--- src/rtl/core_scheduler.sv ---
// Instruction-sequencing FSM: FETCH/DECODE/REQUEST/WAIT/EXECUTE/UPDATE with registered Moore strobes.
// Optional wait-state watchdog is built only when SCHED_TIMEOUT_EN is defined.
module core_scheduler #(
  parameter int         PC_W       = 8,
  parameter logic [2:0] HALT_OP    = 3'b111,
  parameter int         TMO_CYCLES = 64
) (
  input  logic            clk,
  input  logic            reset,
  input  logic            start,
  input  logic            fetch_valid,
  input  logic [2:0]      opcode,
  input  logic            mem_read,
  input  logic            mem_write,
  input  logic            lsu_done,
  input  logic            branch_taken,
  input  logic [PC_W-1:0] branch_target,
  output logic            fetch_start,
  output logic            lsu_req,
  output logic            alu_enable,
  output logic            reg_write_en,
  output logic [PC_W-1:0] pc,
  output logic [2:0]      state,
  output logic            done,
  output logic            busy,
  output logic            error
);

  typedef enum logic [2:0] {
    S_IDLE    = 3'd0,
    S_FETCH   = 3'd1,
    S_DECODE  = 3'd2,
    S_REQUEST = 3'd3,
    S_WAIT    = 3'd4,
    S_EXECUTE = 3'd5,
    S_UPDATE  = 3'd6,
    S_DONE    = 3'd7
  } state_e;

  state_e          state_q, state_d;
  logic [PC_W-1:0] pc_q, pc_d;
  logic            fetch_start_q, fetch_start_d;
  logic            lsu_req_q, lsu_req_d;
  logic            alu_enable_q, alu_enable_d;
  logic            reg_write_en_q, reg_write_en_d;
  logic            done_q, done_d;
  logic            busy_q, busy_d;
  logic            launch;
  logic            wd_fire;

  assign launch = start && (state_q == S_IDLE || state_q == S_DONE);

`ifdef SCHED_TIMEOUT_EN
  localparam int CNT_W = $clog2(TMO_CYCLES + 1);

  logic [CNT_W-1:0] wd_cnt_q, wd_cnt_d;
  logic             error_q, error_d;

  // Fires on the last allowed cycle of FETCH/WAIT if the handshake is still missing.
  assign wd_fire = (wd_cnt_q == CNT_W'(TMO_CYCLES - 1)) &&
                   ((state_q == S_FETCH && !fetch_valid) ||
                    (state_q == S_WAIT  && !lsu_done));

  always_comb begin
    wd_cnt_d = wd_cnt_q;
    if (state_d != state_q) begin
      wd_cnt_d = '0;
    end else if (state_q == S_FETCH || state_q == S_WAIT) begin
      wd_cnt_d = wd_cnt_q + 1'b1;
    end
  end

  always_comb begin
    error_d = error_q;
    if (launch) begin
      error_d = 1'b0;
    end else if (wd_fire) begin
      error_d = 1'b1;
    end
  end

  always_ff @(posedge clk or negedge reset) begin
    if (!reset) begin
      wd_cnt_q <= '0;
      error_q  <= 1'b0;
    end else begin
      wd_cnt_q <= wd_cnt_d;
      error_q  <= error_d;
    end
  end

  assign error = error_q;
`else
  assign wd_fire = 1'b0;
  // No watchdog in this build; the limit only keeps the parameter referenced.
  assign error   = 1'b0 && (TMO_CYCLES > 0);
`endif

  always_comb begin
    state_d = state_q;
    pc_d    = pc_q;
    case (state_q)
      S_IDLE, S_DONE: begin
        if (start) begin
          state_d = S_FETCH;
          pc_d    = '0;
        end
      end
      S_FETCH: begin
        if (fetch_valid) begin
          state_d = S_DECODE;
        end else if (wd_fire) begin
          state_d = S_DONE;
        end
      end
      S_DECODE: begin
        state_d = (opcode == HALT_OP) ? S_DONE : S_REQUEST;
      end
      S_REQUEST: begin
        state_d = (mem_read || mem_write) ? S_WAIT : S_EXECUTE;
      end
      S_WAIT: begin
        if (lsu_done) begin
          state_d = S_EXECUTE;
        end else if (wd_fire) begin
          state_d = S_DONE;
        end
      end
      S_EXECUTE: begin
        state_d = S_UPDATE;
      end
      S_UPDATE: begin
        state_d = S_FETCH;
        pc_d    = branch_taken ? branch_target : pc_q + 1'b1;
      end
      default: begin
        state_d = S_IDLE;
      end
    endcase
  end

  // Strobes are decoded from the next state so they are registered yet aligned with state.
  always_comb begin
    fetch_start_d  = (state_d == S_FETCH);
    lsu_req_d      = (state_d == S_WAIT) ||
                     (state_d == S_REQUEST && (mem_read || mem_write));
    alu_enable_d   = (state_d == S_EXECUTE);
    reg_write_en_d = (state_d == S_UPDATE) && !mem_write;
    done_d         = (state_d == S_DONE);
    busy_d         = (state_d != S_IDLE) && (state_d != S_DONE);
  end

  always_ff @(posedge clk or negedge reset) begin
    if (!reset) begin
      state_q        <= S_IDLE;
      pc_q           <= '0;
      fetch_start_q  <= 1'b0;
      lsu_req_q      <= 1'b0;
      alu_enable_q   <= 1'b0;
      reg_write_en_q <= 1'b0;
      done_q         <= 1'b0;
      busy_q         <= 1'b0;
    end else begin
      state_q        <= state_d;
      pc_q           <= pc_d;
      fetch_start_q  <= fetch_start_d;
      lsu_req_q      <= lsu_req_d;
      alu_enable_q   <= alu_enable_d;
      reg_write_en_q <= reg_write_en_d;
      done_q         <= done_d;
      busy_q         <= busy_d;
    end
  end

  assign state        = state_q;
  assign pc           = pc_q;
  assign fetch_start  = fetch_start_q;
  assign lsu_req      = lsu_req_q;
  assign alu_enable   = alu_enable_q;
  assign reg_write_en = reg_write_en_q;
  assign done         = done_q;
  assign busy         = busy_q;

endmodule

--- config.mk ---
export PLATFORM = sky130hd
export DESIGN_NAME = core_scheduler
export DESIGN_NICKNAME = d
export VERILOG_FILES = /design/src/rtl/core_scheduler.sv
export SDC_FILE = /design/constraint.sdc
export NUM_CORES = 1
export LEC_CHECK = 0
export CORE_ASPECT_RATIO = 1.1
export CORE_MARGIN = 2
export CORE_UTILIZATION = 65
export CTS_CLUSTER_DIAMETER = 100
export DETAILED_ROUTE_END_ITERATION = 16
export DONT_BUFFER_PORTS = 1
export PLACE_DENSITY = 0.81
export SETUP_SLACK_MARGIN = 0.5
export SYNTH_ARGS = -nofsm -noshare
export SYNTH_HDL_FRONTEND = slang
export SYNTH_SLANG_ARGS = --single-unit
--- constraint.sdc ---
create_clock -name clk -period 3 [get_ports clk]
set_clock_uncertainty 0.05 [all_clocks]
set_input_delay 0.3 -clock clk [delete_from_list [all_inputs] [get_ports clk]]
set_output_delay 0.3 -clock clk [all_outputs]
set_load 0.005 [all_outputs]
=== Yosys cells after proc, flatten, opt, wreduce, memory -nomap -nowiden ===
Cells that the tools add are included.

* Bits in registers: 17
* Bits of input ports: 19
* Word-level logic and storage cells: 45

* Add/subtract/negate cells: 1
* Multiplexer cells: 9
* Reduce and logical (&&, ||, !) cells: 11
* Equal/unequal tests: 16

{| class="wikitable"
|+ Operators by type and width
! cell !! count
|-
| 3-bit == test (second input constant) || 9
|-
| 3-bit one-hot mux with 7 select lines || 1
|-
| 8-bit 2-to-1 mux || 2
|-
| 8-bit one-hot mux with 2 select lines || 1
|-
| 3-bit 2-to-1 mux || 4
|-
| 3-bit by 2-bit == test with 1-bit output (second input constant) || 3
|-
| 8-bit by 1-bit adder with 8-bit output (second input constant) || 1
|-
| 3-bit by 1-bit == test with 1-bit output (second input constant) || 2
|-
| 1-bit logical AND || 3
|-
| 3-bit logical NOT || 1
|-
| 3-bit inequality test (second input constant) || 1
|-
| 3-bit nonzero test || 1
|-
| 1-bit logical OR || 2
|-
| 2-bit inequality test (second input constant) || 1
|-
| 2-bit AND reduction || 1
|-
| 2-bit nonzero test || 1
|-
| 2-bit OR reduction || 1
|-
| 1-bit logical NOT || 1
|-
| 1-bit 2-to-1 mux || 1
|}

=== Logic depth before layout (Yosys ltp) ===
* Word-level depth: 6
* Depth in mapped cells: 6
* Gate-level depth less buffers: 5

=== Worst setup path after synthesis ===
OpenSTA, ideal clock, no wires.

* Path kind: register to register
* From: register state_q[0] (netlist: state[0])
* To: register lsu_req_q (netlist: lsu_req)
* Stages on the path, launching flop included: 6
* Setup slack: 1.324 ns
* Buffers on the path: 1
* Data arrival time: 1.531 ns
* Setup time: 0.095 ns
* Required time: 2.855 ns
* Cell sequence: dfrtp_1 -> buf_4 -> and3b_1 -> a211o_1 -> or4b_1 -> o31ai_1

* Longest elaborated chain between the ends: 6

{| class="wikitable"
|+ RTL lines
! what !! line !! text
|-
| start, declared || 40 || <nowiki>state_e state_q, state_d;</nowiki>
|-
| start signal, assigned || 164 || <nowiki>state_q <= state_d;</nowiki>
|-
| 3-bit == test or 3-bit logical NOT (tied branches) || 102 || <nowiki>case (state_q)</nowiki>
|-
| 2-bit OR reduction || 102 ||
|-
| 3-bit one-hot mux with 7 select lines (*) || 102 ||
|-
| named net state_d[1] || 40 ||
|-
| 3-bit by 2-bit == test with 1-bit output || 146 || <nowiki>(state_d == S_REQUEST && (mem_read || mem_write));</nowiki>
|-
| 1-bit logical AND || 146 ||
|-
| 1-bit logical OR (*) || 145 || <nowiki>lsu_req_d = (state_d == S_WAIT) ||</nowiki>
|-
| named net lsu_req_d || 43 || <nowiki>logic lsu_req_q, lsu_req_d;</nowiki>
|-
| end signal, assigned || 167 || <nowiki>lsu_req_q <= lsu_req_d;</nowiki>
|-
| end, declared || 43 ||
|}

Mark *: on every way through the listed nets, which the timed path passes. The rest lies on a longest branch.
A chain may end at the register's enable or synchronous reset.

=== Worst setup path after layout ===
* From: register state_q[2] (netlist: state[2])
* To: register lsu_req_q (netlist: lsu_req)

The elaborated chain is that of the path after synthesis.

==> results.md <==
* First drt pass iteration count at 4
* Power, Total at 987.5 uW
* Worst setup EP type: flip-flop
* Gr usage total at 0.2327
* Fmax at 515.5 MHz
* Post-synth ARST share at 1.000
* Synthesized area at 1023 um2
* Core Region at 1520 um2
* TritonCTS clock tree: built
* Grt met3 use at 0.04365
* Post-DRT Antenna Nets at 0
* Gr ovfl total at 0
* Vias in the first global route at 752
* H-Tree Depth at 1
* First-pass GRT wire length at 3325 um
* CTS Buffer Depth at 2
* RSZ-0062 raised after global routing: no
* Drt wl/cell at 16.66 um
* Setup TNS at 0 ns
* Max_slew headroom at 0.4790
* Reg2reg setup slack at 1.06 ns
* Register-to-Register Path Depth at 4
* Yosys warnings at 0
* Commonest non-fill, non-tap cell in the layout: dfrtp_1
* Starting Density at 0.6733
* Least-Margin Pin Slew at 0.7789 ns
* Sequential Power Share at 0.484
* Pwr per Cell Area at 959.0 nW/um2
* Setup violators final at 0
* Max_cap viols at 0
* Hold Path Class: in -> reg
* Final Worst Setup Slack at 1.060 ns
* Combinational share of power at 0.389
* #FFs+latches synth at 17
* Fin util at 0.6774
* CTS buffer count at 3
* Final non-filler cell total at 121
* Area delta synth->final at 0.6114%
* Hold buffer count at CTS at 1
* Worst vdd ir at 0.0005730 V
* Post-CTS Resized at 0
* DIE HEIGHT at 45.62 um
* Most Crowded Layer GR: met2
* Part of the power in the clock network at 0.127
* Synth Instances at 106
* Routing usage on met2 at 0.3906
* WHS Path Cells at 1
* Port bufs at 0
* Switching Power at 422.2 uW
* Ratio of cells with drive above 1 in the final layout at 0.09615
* Die area at 1908 um2
* Die width at 41.84 um
* Io pins at 37
* Req. time, crit path at 3.16 ns
* Total number of vias at 817
* Routability-driven placement congestion ratio at 0.8569
* CTS sink count at 17
* Top FF cell, synth: dfrtp_1
* Setup WS pre-CTS at 1.067 ns
* Count of flip-flops with a built-in enable after synthesis at 0
* Wirelength, routed at 2016 um
* Reg-to-Reg Start: state[2]
* Leakage at 0.0004180 uW
* Worst-Skew Late Latency at 0.29 ns
* Min-Delay Endpoint: reg_write_en
* Sequential Area at 425.4 um2
* Largest net degree at the start of global routing at 18
* Sw Share at 0.4275
* Root Driver: clkbuf_4
* Post-Place Cells at 116
* Synthesized net count at 126
* Drt initial violations at 19
* Area of the multi-input gates at 541.8 um2
* Initial antenna violation count at 0
* Library cells used by synthesis at 40
* # fillers at 132
* Post-route DRC at 0
* Seq/Total Area, Yosys at 0.4156
* FF-to-FF End: lsu_req
* Post-CTS Setup Repair Bufs at 0
* Most frequent cells in the layout: dfrtp_1, a21oi_1, nand2_1
* Largest fanout on the critical path at 17
* N_diodes at 0
* Final net count at 125
* Fin. max-slew vios at 0
* Fin crit share at 0.6466
* Hold Vio Cnt, Final at 0
* Via-per-instance ratio at 6.752
* Routing usage on met1 at 0.2766
* Power Internal at 565.3 uW
* Crit Path Class: reg -> reg
* Status: complete, no violations
* Std-Cell Rows at 15
* Setup crit start kind: flip-flop
* CTS clk-pin slew, worst paths at 0.10 ns
* Data arrival time of the worst path at 2.10 ns
* Hold path start: mem_write
* Final worst path period need at 1.940 ns
* Mapped Avg Cell Area at 9.655 um2
* Post-DP HPWL at 1426 um
sequential cells by signal (all words and copies together) (netlist names):
name          flops
reg_write_en      1
fetch_start       1
pc                8
done              1
state             3
busy              1
lsu_req           1
alu_enable        1
power by group through the flow:
stage / registers [uW] / logic [uW] / clock network, uW
after floorplan: 408 / 412 / 0
after detailed placement: 486 / 382 / 0
final: 478 / 384 / 126
after global placement: 477 / 371 / 0
after CTS: 481 / 388 / 128
after global routing: 501 / 434 / 138
worst max-delay path, stage by stage, from the launching register on:
cell and delay, ns:
dfrtp_1 0.56, nand4b_1 0.33, a311oi_4 0.38, or4b_1 0.46, o31ai_1 0.07
cell usage after synthesis (all sizes together) (3+ instances only):
master | instances | area share
buf | 5 | 0.044
o21ai | 7 | 0.034
dfrtp | 17 | 0.42
a21oi | 11 | 0.057
nand3 | 3 | 0.015
nand2 | 8 | 0.029
o2bb2ai | 7 | 0.060
nor3b | 3 | 0.022
nor2 | 6 | 0.022
and2 | 3 | 0.018
or2 | 3 | 0.018
cells by family after synthesis:
family	share of synthesized area
other	0.003664
adders and majority gates	0.01222
and+or+nand+nor	0.2421
AOI/OAI and AO/OA	0.2433
buffers and inverters	0.05501
muxes	0.01956
DFF	0.4156
xor gates and xnor gates	0.008559
worst max path at each step:
stage | slack, ns | depth (start not counted) | from | end
2_1_floorplan | 1.32 | 5 | state[0] | lsu_req
3_3_place_gp | 1.13 | 4 | state[2] | lsu_req
3_5_place_dp | 1.07 | 4 | state[2] | lsu_req
4_1_cts | 1.04 | 4 | state[2] | lsu_req
5_1_grt | 0.93 | 4 | state[2] | lsu_req
6_report | 1.06 | 4 | state[2] | lsu_req
through the flow:
step | hold WS (ns) | cell area, um2
CTS | 0.01083 | 1030
detailed placement | -0.04522 | 992.2
global placement | -0.04525 | 992.2
floorplan | -0.04559 | 1023
global route | 0.003468 | 1030
finish | 0.009539 | 1030
metal layers:
layer | wire [um] | share of wire | vias to the layer above
li1 | - | - | 392
met1 | 883 | 0.44 | 389
met2 | 982 | 0.49 | 31
met3 | 113 | 0.056 | 5
met4 | 36 | 0.018 | 0
met5 | 0 | 0 | -
final cells by class:
class	instances	area share
Sequential cell	17	0.4131
Multi-Input combinational cell	81	0.5261
Timing Repair Buffer	1	0.009721
Tap cell	17	0.02066
Clock buffer	3	0.02187
Inverter	1	0.003645
Clock inverter	1	0.004860
(Power assumes the default switching activity.)
